==> src/rtl/cpu_pkg.sv <==
// Shared definitions for the CPU hazard scoreboard: opcode classes, instruction
// field positions and the source-use descriptor.
package cpu_pkg;

  localparam int OPC_MSB  = 31;
  localparam int OPC_LSB  = 24;
  localparam int DEST_MSB = 23;
  localparam int DEST_LSB = 20;
  localparam int SRCA_MSB = 19;
  localparam int SRCA_LSB = 16;
  localparam int SRCB_MSB = 15;
  localparam int SRCB_LSB = 12;

  localparam logic [7:0] OP_L_11 = 8'h11;
  localparam logic [7:0] OP_L_13 = 8'h13;
  localparam logic [7:0] OP_L_15 = 8'h15;
  localparam logic [7:0] OP_L_27 = 8'h27;
  localparam logic [7:0] OP_L_23 = 8'h23;
  localparam logic [7:0] OP_L_25 = 8'h25;
  localparam logic [7:0] OP_L_85 = 8'h85;
  localparam logic [7:0] OP_L_87 = 8'h87;

  localparam logic [7:0] OP_R_10 = 8'h10;
  localparam logic [7:0] OP_R_12 = 8'h12;
  localparam logic [7:0] OP_R_14 = 8'h14;
  localparam logic [7:0] OP_R_16 = 8'h16;
  localparam logic [7:0] OP_R_20 = 8'h20;
  localparam logic [7:0] OP_R_22 = 8'h22;
  localparam logic [7:0] OP_R_24 = 8'h24;

  localparam int NUM_L_OPS = 8;
  localparam int NUM_R_OPS = 7;

  // L-type opcodes read src A only; R-type read src A and src B.
  localparam logic [NUM_L_OPS-1:0][7:0] L_OPS = {
    OP_L_11, OP_L_13, OP_L_15, OP_L_27, OP_L_23, OP_L_25, OP_L_85, OP_L_87
  };
  localparam logic [NUM_R_OPS-1:0][7:0] R_OPS = {
    OP_R_10, OP_R_12, OP_R_14, OP_R_16, OP_R_20, OP_R_22, OP_R_24
  };

  typedef struct packed {
    logic use_a;
    logic use_b;
  } src_use_t;

endpackage

==> src/rtl/cpu_src_decode.sv <==
// Combinational opcode-to-source-usage decode for the hazard scoreboard.
module cpu_src_decode
  import cpu_pkg::*;
(
  input  logic [7:0] opcode,
  output src_use_t   src_use
);

  always_comb begin
    src_use = '0;
    for (int i = 0; i < NUM_L_OPS; i++) begin
      if (opcode == L_OPS[i]) src_use.use_a = 1'b1;
    end
    for (int i = 0; i < NUM_R_OPS; i++) begin
      if (opcode == R_OPS[i]) begin
        src_use.use_a = 1'b1;
        src_use.use_b = 1'b1;
      end
    end
  end

endmodule

==> src/rtl/cpu_hazard_sb.sv <==
// Scoreboard hazard unit: per-register pending-write counters plus a timed
// jump/branch stall. Optional writeback bypass under CPU_HAZARD_WB_BYPASS_EN.
module cpu_hazard_sb
  import cpu_pkg::*;
#(
  parameter int NUM_REGS        = 16,
  parameter int PIPE_DEPTH      = 3,
  parameter int JB_STALL_CYCLES = 2
) (
  input  logic                        clk,
  input  logic                        rst_n,
  input  logic                        if_valid,
  input  logic [31:0]                 if_instr,
  input  logic                        if_wrt_en,
  input  logic                        if_jb,
  input  logic                        wb_wrt_en,
  input  logic [$clog2(NUM_REGS)-1:0] wb_wrt_reg,
  input  logic                        jb_resolve,
  input  logic                        flush,
  output logic                        issue_fire,
  output logic                        rd_wrt_stall,
  output logic                        jb_stall,
  output logic                        sb_err
);

  localparam int REG_W = $clog2(NUM_REGS);
  localparam int CNT_W = $clog2(PIPE_DEPTH + 1);
  localparam int JB_W  = $clog2(JB_STALL_CYCLES + 1);

  logic [CNT_W-1:0] pending     [NUM_REGS];
  logic [CNT_W-1:0] pending_nxt [NUM_REGS];
  logic [JB_W-1:0]  jb_cnt, jb_nxt;
  logic             err_set;
  logic             inc, dec;
  logic             a_busy, b_busy;

  logic [7:0]       opcode;
  logic [REG_W-1:0] dest, src_a, src_b;
  src_use_t         src_use;

  assign opcode = if_instr[OPC_MSB:OPC_LSB];
  assign dest   = REG_W'(if_instr[DEST_MSB:DEST_LSB]);
  assign src_a  = REG_W'(if_instr[SRCA_MSB:SRCA_LSB]);
  assign src_b  = REG_W'(if_instr[SRCB_MSB:SRCB_LSB]);

  cpu_src_decode u_src_decode (
    .opcode  (opcode),
    .src_use (src_use)
  );

  always_comb begin
    a_busy = src_use.use_a && (pending[src_a] != '0);
    b_busy = src_use.use_b && (pending[src_b] != '0);
`ifdef CPU_HAZARD_WB_BYPASS_EN
    // Last outstanding write retiring now: the register file writes through.
    if (wb_wrt_en && (wb_wrt_reg == src_a) && (pending[src_a] == CNT_W'(1))) a_busy = 1'b0;
    if (wb_wrt_en && (wb_wrt_reg == src_b) && (pending[src_b] == CNT_W'(1))) b_busy = 1'b0;
`endif
  end

  assign rd_wrt_stall = if_valid && (a_busy || b_busy);
  assign jb_stall     = (jb_cnt != '0);
  assign issue_fire   = if_valid && !rd_wrt_stall && !jb_stall;

  always_comb begin
    err_set = 1'b0;
    inc     = 1'b0;
    dec     = 1'b0;
    for (int r = 0; r < NUM_REGS; r++) begin
      inc            = issue_fire && if_wrt_en && (dest == REG_W'(r));
      dec            = wb_wrt_en && (wb_wrt_reg == REG_W'(r));
      pending_nxt[r] = pending[r];
      if (flush) begin
        pending_nxt[r] = '0;
      end else if (inc && !dec) begin
        if (pending[r] == CNT_W'(PIPE_DEPTH)) err_set = 1'b1;
        else                                   pending_nxt[r] = pending[r] + 1'b1;
      end else if (dec && !inc) begin
        if (pending[r] == '0) err_set = 1'b1;
        else                  pending_nxt[r] = pending[r] - 1'b1;
      end
    end
  end

  // A same-cycle load wins over jb_resolve; resolve wins over the countdown.
  always_comb begin
    jb_nxt = jb_cnt;
    if (flush)                     jb_nxt = '0;
    else if (issue_fire && if_jb)  jb_nxt = JB_W'(JB_STALL_CYCLES);
    else if (jb_resolve)           jb_nxt = '0;
    else if (jb_cnt != '0)         jb_nxt = jb_cnt - 1'b1;
  end

  always_ff @(posedge clk or negedge rst_n) begin
    if (!rst_n) begin
      for (int r = 0; r < NUM_REGS; r++) pending[r] <= '0;
      jb_cnt <= '0;
      sb_err <= 1'b0;
    end else begin
      for (int r = 0; r < NUM_REGS; r++) pending[r] <= pending_nxt[r];
      jb_cnt <= jb_nxt;
      if (err_set) sb_err <= 1'b1;
    end
  end

endmodule

==> config.mk <==
export PLATFORM = sky130hd
export DESIGN_NAME = cpu_hazard_sb
export DESIGN_NICKNAME = d
export VERILOG_FILES = /design/src/rtl/cpu_pkg.sv /design/src/rtl/cpu_src_decode.sv /design/src/rtl/cpu_hazard_sb.sv
export SDC_FILE = /design/constraint.sdc
export NUM_CORES = 1
export LEC_CHECK = 0
export CAP_MARGIN = 20
export CORE_MARGIN = 5
export CORE_UTILIZATION = 50
export CTS_CLUSTER_DIAMETER = 120
export DETAILED_ROUTE_END_ITERATION = 16
export PLACE_DENSITY_LB_ADDON = 0.1
export REMOVE_ABC_BUFFERS = 1
export SYNTH_ARGS = -nofsm -noshare
export SYNTH_HDL_FRONTEND = slang
export SYNTH_SLANG_ARGS = --single-unit
==> constraint.sdc <==
create_clock -name clk -period 3.95 [get_ports clk]
set_input_delay 1.185 -clock clk [delete_from_list [all_inputs] [get_ports clk]]
set_output_delay 1.185 -clock clk [all_outputs]
set_load 0.02 [all_outputs]
==> impl_metrics.json <==
{
  "outcome": "finished, final reports clean",
  "grt_pass1_vias": 3496,
  "nets": 544,
  "pwr-share-clk_pct": 29.9,
  "switchingPower_w": 0.000294,
  "insertion_delay_ns": 0.30,
  "r2r_slack_ns": 0.77,
  "wl_per_cell_um": 19.0,
  "core-area_sq_um": 6390,
  "hp-class": "reg2reg",
  "htreeDepth": 2,
  "swShare_pct": 32.8,
  "crit_fanout": 10,
  "worst_slew_pin_slew_ns": 0.952,
  "synth.cell_area_sq_um": 3300,
  "finalCritPeriodShare_pct": 98.0,
  "crit_arrival_ns": 2.69,
  "cp-startpoint": "if_instr[16]",
  "cts_tree": "done",
  "yosysSeqAreaShare_pct": 26.6,
  "grtUsageTotal_pct": 25.6,
  "synth_top_area_cell": "dfrtp_1",
  "grt_remaining_overflow": 0,
  "grt_first_pass_wirelength_um": 17700,
  "worstPathRequired_ns": 2.76,
  "critPathKind": "in2out",
  "gp_congestion": 0.930,
  "reg2reg_to": "sb_err$_DFFE_PN0P_",
  "power_density_nw_per_um2": 215,
  "synth_top_area_share_pct": 26.6,
  "max_freq_ghz": 0.258,
  "path_cells": "buf_2, nor3b_1, o21ai_0, a22oi_2, nand3_2, a21oi_4, and2_4, buf_6",
  "synth_area_leaders": "dfrtp_1 (27%), a21oi_1 (6.2%), nor2_1 (5.2%)",
  "cp-end-kind": "output pin",
  "drtAntennaViolNets": 0,
  "drt_iter0_drc": 359,
  "layout-area-overhead-vs-synth_pct": 26.7,
  "n_antenna_cell": 0,
  "vias_per_cell": 6.66,
  "ys_ff_latch": 35,
  "dp_hpwl_um": 7600,
  "fin_skew_ns": 0.00882,
  "die_height_um": 91.2,
  "clock-sinks": 35,
  "synthFlopType": "dfrtp_1",
  "die_w_um": 91.2,
  "fin_tns_setup_ns": 0,
  "finalMaxSlewViolations": 0,
  "ff2ff_path_depth": 11,
  "slowest_delay_ns": 0.26,
  "cpMaxStageDelayCell": "buf_2",
  "yosysUniqueCellTypes": 58,
  "fin_cells": 577,
  "setup_viol": 0,
  "internal_power_w": 0.000603,
  "startpoint_type": "primary input",
  "drcViolationCount": 0,
  "postSynth.asyncResetShare_pct": 100,
  "p_leak_nw": 1.56,
  "vias": 3842,
  "cts_buffers": 5,
  "drt_pass1_iterations": 7,
  "wirelength_um": 10900,
  "cts-root-buf": "clkbuf_8",
  "hold_violations": 0,
  "period_needed_ns": 3.87,
  "grt_max_degree": 42,
  "crit_end": "issue_fire",
  "relSlewSlack_pct": 36.6,
  "num_rows": 29,
  "avgSynthCellArea_sq_um": 7.37,
  "clkTransAtPathRegs_ns": 0.07,
  "fin_area_sq_um": 4180,
  "peakVddDrop_mv": 0.157,
  "postPlaceCellArea_sq_um": 3860,
  "port_buffers": 35,
  "dp_cells": 565,
  "die_area_sq_um": 8310,
  "reg2reg_from": "pending[16]$_DFFE_PN0P_",
  "seqPwrFrac_pct": 42.0,
  "drive_gt1_share_pct": 17.6,
  "synth_edf_count": 0,
  "syn-instance-count": 447,
  "cts_buffer_depth": 2,
  "combPwrFrac_pct": 28.2,
  "initial_core_util_pct": 51.6,
  "ios": 48,
  "maxCapViolCount": 0,
  "rsz0062_at_grt": "true",
  "antenna_found_initial": 0,
  "ys_warn_count": 0
}
-- routing by layer --
layer	share of wire, %	routed length, um	GRT usage (%)	vias up
met1	43	4710	36.7	1815
met3	8.4	919	4.05	28
li1	-	-	-	1809
met5	0	0	0	-
met4	2.5	274	8.31	0
met2	46	5030	39.2	190
-- cell usage after synthesis, drive strengths merged (2+ instances only) --
| cell type | n |
|---|---|
| nor2 | 46 |
| a21oi | 42 |
| nand2 | 39 |
| dfrtp | 35 |
| nand3 | 32 |
| o21ai | 25 |
| a31oi | 21 |
| nand2b | 15 |
| nand4 | 15 |
| nor3 | 15 |
| buf | 12 |
| clkbuf | 12 |
| a21o | 9 |
| inv | 9 |
| nor4 | 9 |
| a22oi | 8 |
| and2 | 8 |
| nor2b | 8 |
| and3 | 7 |
| nor4b | 7 |
| or4 | 7 |
| a311oi | 6 |
| nand3b | 6 |
| o21bai | 6 |
| a41oi | 5 |
| or3 | 5 |
| and4 | 4 |
| nor3b | 4 |
| o2111ai | 4 |
| a2111oi | 3 |
| and3b | 3 |
| o211ai | 3 |
| o21a | 2 |
| o21ba | 2 |
| or2 | 2 |
-- what timing repair did --
action                                  4_1_cts  5_1_grt
endpoints found under the hold margin         0        0
setup buffers                                 2        0
hold buffers                                  0        0
resized for setup                            43       29
pin swaps                                     9       16
endpoints found under the setup margin        3        3
cloned                                        1        1
-- through the flow --
step / total power (W) / setup WS (ns) / hold slack (ns) / utilization, %
global placement: 0.000608 / -0.858 / 0.586 / 60.5
global route: 0.000942 / -0.0262 / 0.652 / 65.4
finish: 0.000896 / 0.0783 / 0.618 / 65.4
detailed placement: 0.000611 / -0.869 / 0.592 / 60.5
floorplan: 0.000482 / -0.0654 / 0.547 / -
CTS: 0.000890 / 0.00189 / 0.616 / 63.8
-- area by class of cell --
class / instances / area [sq um]
Multi-Input combinational cell: 379 / 2440
Fill cell: 568 / 2210
Sequential cell: 35 / 876
Timing Repair Buffer: 69 / 648
Tap cell: 77 / 96.3
Clock buffer: 6 / 72.6
Inverter: 9 / 33.8
Clock inverter: 2 / 12.5
-- power by group through the flow --
| stage | registers (W) | clock network (W) | logic [W] |
|---|---|---|---|
| floorplan | 0.000387 | 0 | 0.0000951 |
| global placement | 0.000383 | 0 | 0.000226 |
| detailed placement | 0.000383 | 0 | 0.000229 |
| CTS | 0.000376 | 0.000273 | 0.000241 |
| global route | 0.000378 | 0.000291 | 0.000273 |
| finish | 0.000376 | 0.000268 | 0.000252 |
-- layout by cell type, fill, tap and decap left out, drive strengths merged, types with 3 or more instances in the layout --
cell and count:
nand4 15, or3 5, o21ai 25, buf 37, or4 7, a31oi 21, o2111ai 4, a2111oi 3
nand3b 6, nand2b 15, nand3 32, and4 4, a22oi 8, a311oi 6, inv 9, nor2b 8
and3 7, a21oi 42, nor4 9, clkbuf 10, nor3b 4, clkdlybuf4s50 20, and3b 3, nor3 15
and2 8, a21o 9, nor4b 7, dfrtp 35, a41oi 5, o211ai 3, nand2 39, dlygate4sd2 4
nor2 46, dlymetal6s2s 3, o21bai 6
-- critical path, delay by kind of cell --
kind,cells,cell delay (ns)
buf+inv,2,0.37
simple gates,3,0.54
compound gates,3,0.58
-- sequential cells by signal, indices dropped and copies added, names as in the netlist --
register	flops
jb_cnt	2
pending	32
sb_err	1
-- worst min path at each step --
| stage | start | end | slack [ns] | cells past startpoint |
|---|---|---|---|---|
| CTS | sb_err$_DFFE_PN0P_ | sb_err$_DFFE_PN0P_ | 0.62 | 2 |
| global placement | pending[0]$_DFFE_PN0P_ | pending[0]$_DFFE_PN0P_ | 0.59 | 2 |
| global route | pending[0]$_DFFE_PN0P_ | pending[0]$_DFFE_PN0P_ | 0.65 | 2 |
| floorplan | pending[0]$_DFFE_PN0P_ | pending[0]$_DFFE_PN0P_ | 0.55 | 2 |
| finish | sb_err$_DFFE_PN0P_ | sb_err$_DFFE_PN0P_ | 0.62 | 2 |
| detailed placement | pending[0]$_DFFE_PN0P_ | pending[0]$_DFFE_PN0P_ | 0.59 | 2 |
-- logic make-up after synthesis --
logic type	count (synthesis)	share of synthesized area (%)
AOI/OAI and AO/OA	141	28.7
xor gates and xnor gates	1	0.266
adders and majority gates	1	0.380
buffers and inverters	33	4.75
DFF	35	26.6
muxes	1	0.304
and+or+nand+nor	235	39.0
No activity file was read; power rests on OpenSTA's default activity.
==> patch (same settings) <==
Add a define of `CPU_HAZARD_WB_BYPASS_EN`.
--- a/src/rtl/cpu_hazard_sb.sv
+++ b/src/rtl/cpu_hazard_sb.sv
@@ -1,4 +1,6 @@
 // Scoreboard hazard unit: per-register pending-write counters plus a timed
 // jump/branch stall. Optional writeback bypass under CPU_HAZARD_WB_BYPASS_EN.
+`define CPU_HAZARD_WB_BYPASS_EN
+
 module cpu_hazard_sb
   import cpu_pkg::*;
Behaviour: not the same (Yosys sat finds a counterexample within 4 cycles, from zero or initial values and one cycle with rst_n low).
==> patch against the unedited design <==
The flow now finishes with violations (negative setup slack); count of clock-buffer cells in the layout unchanged; synthesized cell count decreased by 0.89%; first-iteration DRC count increased by 19%; largest power group unchanged; area after synthesis increased by 8.7%; wire length increased by 13%; power decreased by 1.9%; setup slack got worse by 0.086 ns; critical path type unchanged; sequential cell count unchanged; largest cell class unchanged; global-route usage increased by 2.2 points; design area increased by 11%.
==> patch: results (changes against the unedited design) <==
global_routing:
  use_met1_pct: 35.5  # -1.2 points
  grt_max_degree: 36  # -14%
  first_global_vias: 3850  # +10%
  grt.met3_usage_pct: 4.06  # +0.014 points
  gr-usage-all-layers_pct: 27.8  # +2.2 points
  use_met2_pct: 46.8  # +7.6 points
  grt_pass1_wl_um: 19300  # +8.9%
yosys:
  ys.flop_type: "dfrtp_1"
  synth_cell_types: 72  # +24%
  netlist_top_cells_area: "dfrtp_1 24%, a21oi_1 6.8%, mux4_2 5.7%"
  netlist_top_cells_count: "49 x a21oi_1, 41 x nor2_1, 39 x nand2_1, 35 x dfrtp_1, 29 x o21ai_0"
  synth-seq-area-share_pct: 24.5  # -2.1 points
hold_path:
  min_from: "jb_cnt[0]"
  holdPathEnd: "jb_cnt[0]"
critical_path:
  reg2reg_setup_slack_ns: 0.81  # +0.04 ns
  cp_max_fo: 7  # -3
  timing.rr.start: "pending[25]"
  critPathArrivalTime_ns: 2.77  # +0.08 ns
place:
  place_hpwl_um: 9230  # +21%
timing:
  slew_headroom_pct: 43.2  # +6.7 points
  whs_ns: 0.613  # -0.00430 ns
  timing.final.ws_setup_ns: -0.00817  # -0.0864 ns
  finClkSkew_ns: 0.00867  # -0.000150 ns
  finalSetupViolCount: 1  # +1
finish:
  nets: 577  # +6.1%
  drive_above_1_share_pct: 25.8  # +8.2 points
  fill_cells: 619  # +9.0%
detailed_routing:
  drt_iter0_markers: 428  # +19%
  vias: 4068  # +5.9%
  drt_pass1_iterations: 6  # -1
run_status:
  violations: "negative setup slack"
  outcome: "finished with violations"
pwr:
  ir_drop_v: 0.000157  # +0.21%
clock_network:
  cts-root-buf: "clkbuf_8"
==> patch: changes by cell type in the layout (fill, tap and decap cells not counted), sizes merged, moves of 6 or more <==
| cell | delta |
|---|---|
| a22oi | -7 |
| nor4 | -6 |
| or4 | -7 |
| mux2 | +8 |
| mux4 | +12 |
| nand2b | -7 |
| nand3 | -13 |
| mux2i | +11 |
| buf | +42 |
| a21oi | +8 |
| a31oi | -17 |
==> patch: cells by family (layout without fill, tap and decap cells) <==
| family | count (synthesis) | in the layout | share of synthesized area [%] |
|---|---|---|---|
| buf+inv | 32 | 120 | 4.51 |
| flops | 35 | 35 | 24.5 |
| mux | 32 | 32 | 13.8 |
| simple gates | 201 | 201 | 30.8 |
| compound gates | 133 | 133 | 23.8 |
| xor+xnor | 9 | 9 | 2.20 |
| fa+ha+maj | 1 | 1 | 0.349 |
==> patch: layer usage <==
layer  up-vias  part of all wire [%]
met5         -                     0
met2       261                    46
met3        67                   9.3
li1       1839                     -
met1      1901                    39
met4         0                   4.7
==> patch: worst max-delay path: stages <==
cell,delay [ns]
buf_4,0.14
buf_12,0.14
mux2_2,0.25
o22ai_2,0.09
a311oi_2,0.26
nand3_2,0.11
a31o_4,0.24
nand2_4,0.09
and2_4,0.15
buf_6,0.11
==> patch: through the flow <==
| step | setup WS, ns | instances | util, % | setup TNS (ns) | cell area (um^2) |
|---|---|---|---|---|---|
| 2_1_floorplan | -0.103 | 419 | - | -0.103 | 3450 |
| 3_3_place_gp | -1.11 | 617 | 64.7 | -3.45 | 4440 |
| 3_5_place_dp | -1.15 | 617 | 64.7 | -4.36 | 4440 |
| 4_1_cts | -0.00614 | 625 | 66.5 | -0.00614 | 4570 |
| 5_1_grt | -0.0798 | 627 | 67.3 | -0.134 | 4620 |
| 6_report | -0.00817 | 627 | 67.3 | -0.00817 | 4620 |
==> patch: what timing repair did <==
action	4_1_cts	5_1_grt
cloned	1	0
pin swaps	14	9
setup buffers	2	2
hold buffers	0	0
endpoints found under the setup margin	4	2
gates resized for setup	63	13
==> patch: power by group <==
group	internal [mW]	switching [mW]	total (mW)
combinational	0.118	0.134	0.252
clock	0.118	0.137	0.255
sequential	0.366	0.00660	0.372
==> patch: final cells by class <==
class / instances / area (um^2) / share of cell area (%)
clock buffer: 6 / 72.6 / 1.57
inverter: 8 / 30.0 / 0.650
multi-input combinational: 376 / 2620 / 56.7
sequential: 35 / 876 / 18.9
tap: 96 / 120 / 2.60
timing repair buffer: 106 / 905 / 19.6
